`src/rtl/ram_arb_pkg.sv`:
```
// Shared state encoding and default geometry for ram_access_arbiter and the RAM it fronts.
package ram_arb_pkg;

   typedef enum logic [1:0] {
      ST_ARB  = 2'd0,
      ST_INIT = 2'd1,
      ST_DONE = 2'd2
   } arb_state_t;

   localparam int DEF_NUM_REQ    = 2;
   localparam int DEF_ADDR_WIDTH = 4;
   localparam int DEF_DATA_WIDTH = 32;
   localparam int DEF_DEPTH      = 16;

endpackage

```
`src/rtl/ram_access_arbiter_rr_pick.sv`:
```
// Rotating priority encoder: first set request at or above ptr, wrapping, wins.
module rr_pick
   import ram_arb_pkg::*;
#(
   parameter int N     = DEF_NUM_REQ,
   parameter int PTR_W = 1
) (
   input  logic [N-1:0]     req,
   input  logic [PTR_W-1:0] ptr,
   output logic [N-1:0]     gnt,
   output logic [PTR_W-1:0] winner,
   output logic             any
);

   int unsigned idx;

   always_comb begin
      gnt    = '0;
      winner = '0;
      any    = 1'b0;
      idx    = 0;
      for (int unsigned off = 0; off < N; off++) begin
         idx = int'(ptr) + off;
         if (idx >= N) idx = idx - N;
         if (!any && req[idx]) begin
            gnt[idx] = 1'b1;
            winner   = PTR_W'(idx);
            any      = 1'b1;
         end
      end
   end

endmodule

```
`src/rtl/ram_access_arbiter.sv`:
```
// Round-robin arbiter sharing one RAM between NUM_REQ requesters, with an init sweep.
// Optional requester lock enabled by defining RAM_ARB_LOCK_EN.
module ram_access_arbiter
   import ram_arb_pkg::*;
#(
   parameter int                  NUM_REQ    = DEF_NUM_REQ,
   parameter int                  ADDR_WIDTH = DEF_ADDR_WIDTH,
   parameter int                  DATA_WIDTH = DEF_DATA_WIDTH,
   parameter int                  DEPTH      = DEF_DEPTH,
   parameter logic [DATA_WIDTH-1:0] INIT_VALUE = '0
) (
   input  logic                          clk,
   input  logic                          rst_n,
   input  logic [NUM_REQ-1:0]            req,
   input  logic [NUM_REQ-1:0]            we,
`ifdef RAM_ARB_LOCK_EN
   input  logic [NUM_REQ-1:0]            lock,
`endif
   input  logic [NUM_REQ*ADDR_WIDTH-1:0] addr,
   input  logic [NUM_REQ*DATA_WIDTH-1:0] wdata,
   output logic [NUM_REQ-1:0]            gnt,
   output logic [NUM_REQ-1:0]            rvalid,
   output logic [DATA_WIDTH-1:0]         rdata,
   input  logic                          init_start,
   output logic                          init_busy,
   output logic                          init_done,
   output logic [ADDR_WIDTH-1:0]         ram_raddr,
   output logic [ADDR_WIDTH-1:0]         ram_waddr,
   output logic [DATA_WIDTH-1:0]         ram_din,
   output logic                          ram_wen,
   output logic                          ram_ren,
   input  logic [DATA_WIDTH-1:0]         ram_dout
);

   localparam int PTR_W = (NUM_REQ > 1) ? $clog2(NUM_REQ) : 1;

   arb_state_t             state, state_nxt;
   logic [PTR_W-1:0]       rr_ptr;
   logic [PTR_W-1:0]       winner;
   logic [NUM_REQ-1:0]     pick_req, pick_gnt;
   logic                   any;
   logic                   forced;
   logic [ADDR_WIDTH-1:0]  cnt;

`ifdef RAM_ARB_LOCK_EN
   logic                   lock_valid;
   logic [PTR_W-1:0]       lock_owner;

   // A held lock narrows the candidate set to the owner, so the picker grants it alone.
   assign forced   = lock_valid & req[lock_owner] & lock[lock_owner];
   assign pick_req = forced ? (NUM_REQ'(1) << lock_owner) : req;

   always_ff @(posedge clk or negedge rst_n) begin
      if (!rst_n) begin
         lock_valid <= 1'b0;
         lock_owner <= '0;
      end else if (state != ST_ARB || state_nxt != ST_ARB) begin
         lock_valid <= 1'b0;
      end else if (any && lock[winner]) begin
         lock_valid <= 1'b1;
         lock_owner <= winner;
      end else begin
         lock_valid <= 1'b0;
      end
   end
`else
   assign forced   = 1'b0;
   assign pick_req = req;
`endif

   rr_pick #(
      .N     (NUM_REQ),
      .PTR_W (PTR_W)
   ) u_pick (
      .req    (pick_req),
      .ptr    (rr_ptr),
      .gnt    (pick_gnt),
      .winner (winner),
      .any    (any)
   );

   always_comb begin
      state_nxt = state;
      gnt       = '0;
      ram_wen   = 1'b0;
      ram_ren   = 1'b0;
      ram_waddr = '0;
      ram_raddr = '0;
      ram_din   = '0;
      // Outputs are held quiet while reset is asserted, whatever req shows.
      if (rst_n) begin
         case (state)
            ST_ARB: begin
               gnt = pick_gnt;
               if (any) begin
                  if (we[winner]) begin
                     ram_wen   = 1'b1;
                     ram_waddr = addr[int'(winner)*ADDR_WIDTH +: ADDR_WIDTH];
                     ram_din   = wdata[int'(winner)*DATA_WIDTH +: DATA_WIDTH];
                  end else begin
                     ram_ren   = 1'b1;
                     ram_raddr = addr[int'(winner)*ADDR_WIDTH +: ADDR_WIDTH];
                  end
               end
               if (init_start) state_nxt = ST_INIT;
            end
            ST_INIT: begin
               ram_wen   = 1'b1;
               ram_waddr = cnt;
               ram_din   = INIT_VALUE;
               if (cnt == ADDR_WIDTH'(DEPTH - 1)) state_nxt = ST_DONE;
            end
            ST_DONE: state_nxt = ST_ARB;
            default: state_nxt = ST_ARB;
         endcase
      end
   end

   always_ff @(posedge clk or negedge rst_n) begin
      if (!rst_n) begin
         state  <= ST_ARB;
         rr_ptr <= '0;
         cnt    <= '0;
         rvalid <= '0;
      end else begin
         state  <= state_nxt;
         rvalid <= gnt & ~we;
         cnt    <= (state == ST_INIT) ? cnt + 1'b1 : '0;
         if (state == ST_ARB && any && !forced)
            rr_ptr <= (winner == PTR_W'(NUM_REQ - 1)) ? '0 : winner + 1'b1;
      end
   end

   assign rdata     = ram_dout;
   assign init_busy = (state == ST_INIT);
   assign init_done = (state == ST_DONE);

endmodule
```
`config.mk`:
```
export PLATFORM = sky130hd
export DESIGN_NAME = ram_access_arbiter
export DESIGN_NICKNAME = d
export VERILOG_FILES = /design/src/rtl/ram_arb_pkg.sv /design/src/rtl/ram_access_arbiter_rr_pick.sv /design/src/rtl/ram_access_arbiter.sv
export SDC_FILE = /design/constraint.sdc
export NUM_CORES = 1
export LEC_CHECK = 0
export BUFFER_PORTS_ARGS = -buffer_cell sky130_fd_sc_hd__buf_2
export CORE_ASPECT_RATIO = 0.7
export CORE_MARGIN = 1.5
export CORE_UTILIZATION = 32
export DETAILED_ROUTE_END_ITERATION = 12
export GPL_TIMING_DRIVEN = 0
export MAX_ROUTING_LAYER = met4
export PLACE_DENSITY_LB_ADDON = 0.3
export SYNTH_ARGS = -nofsm -noshare
export SYNTH_HDL_FRONTEND = slang
export SYNTH_SLANG_ARGS = --single-unit
```
`constraint.sdc`:
```
create_clock -name clk -period 2.4 [get_ports clk]
set_clock_uncertainty 0.1 [all_clocks]
set_input_delay 0.48 -clock clk [delete_from_list [all_inputs] [get_ports clk]]
set_output_delay 0.48 -clock clk [all_outputs]
set_load 0.02 [all_outputs]
```
* Yosys cells after proc, flatten, opt, wreduce, memory -nomap -nowiden
Cells that the tools add are included.
** Storage, ports and cells
- Register bits after elaboration :: 9
- Output and inout bits :: 80
- Word-level logic and storage cells :: 78
** Operators by class
- Add/sub/neg operators :: 5
- Magnitude comparators :: 7
- Eq/ne operators :: 5
- Shift-type cells :: 2
- Mux-type cells :: 45
- Bitwise logic cells :: 3
- Reductions and logical operators :: 7
** Operators with widths (number)
- two-way mux 32 bit :: 6
- greater-or-equal comparator 32 x 1 -> 1 bit (second input constant) :: 2
- less-than comparator 32 x 2 -> 1 bit (second input constant) :: 2
- indexed part select 64 x 7 -> 32 bit :: 1
- greater-or-equal comparator 32 x 2 -> 1 bit (second input constant) :: 1
- two-way mux 4 bit :: 8
- subtractor 32 x 2 -> 32 bit (second input constant) :: 1
- two-way mux 1 bit :: 20
- two-way mux 2 bit :: 6
- one-hot mux 4 bit (2 select lines) :: 1
- indexed part select 8 x 4 -> 4 bit :: 1
- adder 4 x 1 -> 4 bit (second input constant) :: 1
- equality test 4 bit (second input constant) :: 1
- logical AND 1 bit :: 4
- one-hot mux 2 bit (2 select lines) :: 1
- AND reduction 3 bit :: 1
- subtractor 1 x 2 -> 3 bit (second input constant) :: 1
- adder 1 x 1 -> 2 bit (second input constant) :: 1
- AND 2 bit :: 1
- demux 1 bit (select 1 bit) :: 2
- equality test 2 x 1 -> 1 bit (second input constant) :: 1
- equality test 2 bit (second input constant) :: 1
- greater-or-equal comparator 1 x 2 -> 1 bit (second input constant) :: 1
- logical NOT 2 bit :: 1
- other kinds (8) :: 8

* Longest topological paths before layout
- Depth in word-level cells :: 14
- Mapped depth :: 6
- Gate-level depth less buffers :: 5

* Modules after synthesis
A second synthesis with hierarchy kept.
** Unflattened totals
- Cell total of the unflattened synthesis :: 163
- Area total of the unflattened synthesis :: 1353.8 um^2
** Modules (own cells, without submodules)
- ram_access_arbiter :: times used 1, cells an instance 158, area an instance 1321.3 um^2, seq. area each 225.2 um^2
- rr_pick :: times used 1, cells an instance 5, area an instance 32.5 um^2, seq. area each 0.0 um^2

* Worst setup path before layout
Ideal clock, no wire load.
- Path kind :: in2out
- From :: input port req[0]
- To :: output port ram_din[1]
- Arrival time :: 1446 ps
- Setup slack :: 374 ps
- Cell stages on the path :: 6
- Path buffers :: 2
- Path through :: nand2b_1 and2_1 buf_2 buf_2 nand2_1 a21oi_1
** On the way
- Word-level cells in the longest chain between the ends :: 12
- Elaborated cells between the ends (all ways) :: 17
- Classes of those cells :: shift: 1; mux: 14; reduce/logical: 2
** RTL lines
- start, declared :: RTL line ram_access_arbiter.sv:14 : input logic [NUM_REQ-1:0] req,
- parallel branches: the longest is 9 deep, another holds indexed part select 64 x 7 -> 32 bit
- two-way mux 32 bit * :: RTL line ram_access_arbiter.sv:95 : if (any) begin
- two-way mux 32 bit * :: RTL line ram_access_arbiter.sv:92 : case (state)
- two-way mux 32 bit * :: RTL line ram_access_arbiter.sv:91 : if (rst_n) begin
- end, declared :: RTL line ram_access_arbiter.sv:29 : output logic [DATA_WIDTH-1:0] ram_din,
Every way passes the cells marked *. The select of a mux whose other input is x is not followed.

* Worst setup path after layout
- From :: register rr_ptr
- To :: output port ram_din[14]
** On the way
- Word-level cells in the longest chain between the ends :: 14
- Elaborated cells between the ends (all ways) :: 24
- Classes of those cells :: add/sub: 3; order compare: 2; shift: 1; mux: 16; reduce/logical: 2
** RTL lines
- start, declared :: RTL line ram_access_arbiter.sv:38 : logic [PTR_W-1:0] rr_ptr;
- start signal, assigned :: RTL line ram_access_arbiter.sv:130 : rr_ptr <= (winner == PTR_W'(NUM_REQ - 1)) ? '0 : winner + 1'b1;
- parallel branches: the longest is 11 deep, another holds subtractor 32 x 2 -> 32 bit
- two-way mux 32 bit * :: RTL line ram_access_arbiter.sv:95
- two-way mux 32 bit * :: RTL line ram_access_arbiter.sv:92
- two-way mux 32 bit * :: RTL line ram_access_arbiter.sv:91
Marked as above.

==> metrics.md <==
| Metric | Value |
|---|---|
| Final Net Count | 496 |
| Achievable Freq | 0.434 GHz |
| Die area | 4920 um^2 |
| Reg2Reg Launch Point | rr_ptr |
| #FFs+latches synth | 9 |
| Max Cap Viol | 0 |
| Setup TNS | 0 ns |
| Max clock buf depth | 2 |
| Outcome | completed |
| Final slew viol count | 0 |
| Port Buffers | 158 |
| Synth top area cells | nand2_1 (23%), a21oi_2 (18%), buf_4 (17%), dfrtp_1 (16%), a21oi_1 (3.1%) |
| Avg Inst Size Synth | 6.61 um^2 |
| Top Ports | 191 |
| Layout area overhead | 68.0% |
| Worst Max-Slew Pin Slew | 0.451 ns |
| Startpoint types | flip-flop |
| GPL Wtd Cong | 0.873 |
| Final Hold Viols | 0 |
| Vias in the first global route | 1,607 |
| Reg clk slew, reported paths | 0.05 ns |
| Crit end category | output pin |
| DR iter-0 viols | 44 |
| Setup-failing EPs final | 0 |
| Total wire length | 4920 um |
| Layout cell share with drive strength beyond 1 | 63.2% |
| Total GRT Usage | 18.3% |
| Pre-Repair DR Iteration Count | 5 |
| WP data arrival | 1.72 ns |
| Remaining Overflow, GRT | 0 |
| Sequential-to-total area share from yosys stat | 15.6% |
| Final Cycle Share | 96.0% |
| Finished Cell Area | 2420 um^2 |
| Critical path class | flip-flop to output pin |
| DR vias | 1,967 |
| Worst-Skew Late Latency | 0.24 ns |
| Area after DPL | 2300 um^2 |
| Crit-path max FO | 10 |
| Synthesized instance count | 218 |
| Clk root buf | clkbuf_8 |
| Initial Util | 33.3% |
| Yosys top cell area share | 22.7% |
| Critical path startpoint | rr_ptr |
| Largest area contributor in the netlist | nand2_1 |
| Min Tclk post-route | 2.30 ns |
| CTS tree | yes |
| Hold WC Path Type | input port to flip-flop |
| Die X | 83.2 um |
| Die Ht | 59.1 um |
| Slew margin rel. | 69.9% |
| Reg2reg end | rvalid[1] |
| Synthesized Nets | 330 |
| First-pass GRT wire length | 7160 um |
| Netlist cell types | 26 |
| H-tree levels | 1 |
| R2R cell count | 4 |
| Row count | 20 |
| Reg2Reg Setup Slack | 1.17 ns |
| P_leak | 1.44 nW |
| Vias per cell | 4.49 |
| Critical path required time | 1.82 ns |
| DP Wirelength | 4040 um |
| Worst setup path end | ram_din[14] |
| Pin count of the biggest net entering global routing | 11 |
| Num CTS Buffers | 3 |
| Wirelength per Cell | 11.2 um |
| Worst vdd ir | 355 uV |
| Synth Warn # | 0 |
| DRC | 0 |
| Initial antenna violation count | 0 |
| PwrDens | 515 nW/um^2 |
| Core region area | 4330 um^2 |
| Post-Syn Area | 1440 um^2 |
| CTS sink cnt | 9 |
| Antenna Cells | 0 |
| Antenna-violating nets left | 0 |
[metrics by stage]
| step | utilization [%] | hold WS, ns | setup WS (ns) | cells | power, mW |
|---|---|---|---|---|---|
| 3_3_place_gp | 53.1 | 0.286 | -0.0343 | 431 | 0.999 |
| 5_1_grt | 55.9 | 0.411 | -0.00507 | 438 | 1.35 |
| 2_1_floorplan | - | 0.0844 | 0.374 | 218 | 0.778 |
| 6_report | 55.9 | 0.402 | 0.0954 | 438 | 1.25 |
| 3_5_place_dp | 53.1 | 0.289 | -0.0445 | 431 | 1.01 |
| 4_1_cts | 55.2 | 0.390 | 0.0389 | 438 | 1.23 |
[final cells by class]
| cell class | instances | area (um^2) |
|---|---|---|
| flip-flops and latches | 9 | 226 |
| inverters | 5 | 18.8 |
| multi-input cells | 160 | 898 |
| well taps | 55 | 68.8 |
| clock buffers | 4 | 45.0 |
| plain buffers | 43 | 328 |
| fillers | 431 | 1910 |
| repair buffers | 162 | 835 |
[layer usage]
metal	global-route usage [%]	part of all wire (%)
met5	-	0
met4	4.29	0.55
met3	4.04	8.9
met2	31.1	50
met1	22.6	41
[timing repair]
action | in CTS | in global routing
resized for setup | 8 | 10
pin swaps | 1 | 0
buffers inserted | 2 | 1
setup endpoints to repair | 32 | 33
hold buffers | 1 | 0
hold endpoints to repair | 9 | 0
[cells in the final DEF, fill, tap and decap left out]
cell type	count
dlygate4sd3_1	1
nor2_1	6
xor2_1	1
nand3_1	4
a21bo_2	1
buf_6	3
o211a_4	1
xnor2_1	1
buf_8	1
buf_4	39
dfrtp_2	1
inv_1	5
buf_2	156
nand2_1	86
nor2_4	1
o22ai_1	2
a31oi_1	1
nand2b_4	1
clkbuf_8	3
mux2i_1	4
clkbuf_4	2
dfrtp_1	8
nand2_2	1
and3_1	3
clkbuf_2	3
a21oi_2	28
a21oi_1	9
ha_1	1
a21o_1	1
and2_1	2
a21oi_4	1
nor3_1	1
clkbuf_1	1
a22o_1	4
[worst max-delay path: stages, from the launching register on]
cell and delay (ns):
dfrtp_1 0.39, nand2b_4 0.16, a21o_1 0.20, a21bo_2 0.28
buf_6 0.17, a21oi_2 0.11, buf_2 0.17
[sequential cells by signal, indices dropped and copies added (netlist names)]
signal	count
cnt	4
rr_ptr	1
rvalid	2
state	2
[worst min-delay path by stage]
stage,from,endpoint,slack [ns],cells after the start
5_1_grt,rst_n,state[0],0.41,2
4_1_cts,rst_n,state[0],0.39,2
6_report,rst_n,state[0],0.40,2
2_1_floorplan,rst_n,cnt[0],0.08,0
3_5_place_dp,rst_n,rvalid[1],0.29,1
3_3_place_gp,rst_n,rvalid[1],0.29,1
[where the power goes]
| group | switching, mW | internal, mW |
|---|---|---|
| clock | 0.0660 | 0.116 |
| sequential | 0.0557 | 0.209 |
| combinational | 0.453 | 0.346 |
[kinds of logic (layout without fill, tap and decap cells)]
group / Yosys count / in the layout / synth area share, %
and+or+nand+nor: 105 / 105 / 29.4
AOI/OAI and AO/OA: 48 / 48 / 26.9
muxes: 4 / 4 / 2.78
DFF: 9 / 9 / 15.6
xor gates and xnor gates: 2 / 2 / 1.22
adders and majority gates: 1 / 1 / 0.869
buffers and inverters: 49 / 214 / 23.2
[Yosys cell counts]
cell type,n
nor3_1,1
a21o_1,1
mux2i_1,4
a31oi_1,1
o22ai_1,2
buf_2,6
nor2_1,6
a21bo_1,1
inv_1,5
xnor2_1,1
o211a_4,1
nand2_1,87
and3_1,3
buf_4,32
clkbuf_1,3
a21oi_1,9
a21oi_2,29
nand3_1,4
xor2_1,1
and2_1,2
dfrtp_1,9
a22o_1,4
nor2_4,1
nand2b_1,1
buf_6,3
ha_1,1
(Power assumes the default switching activity.)
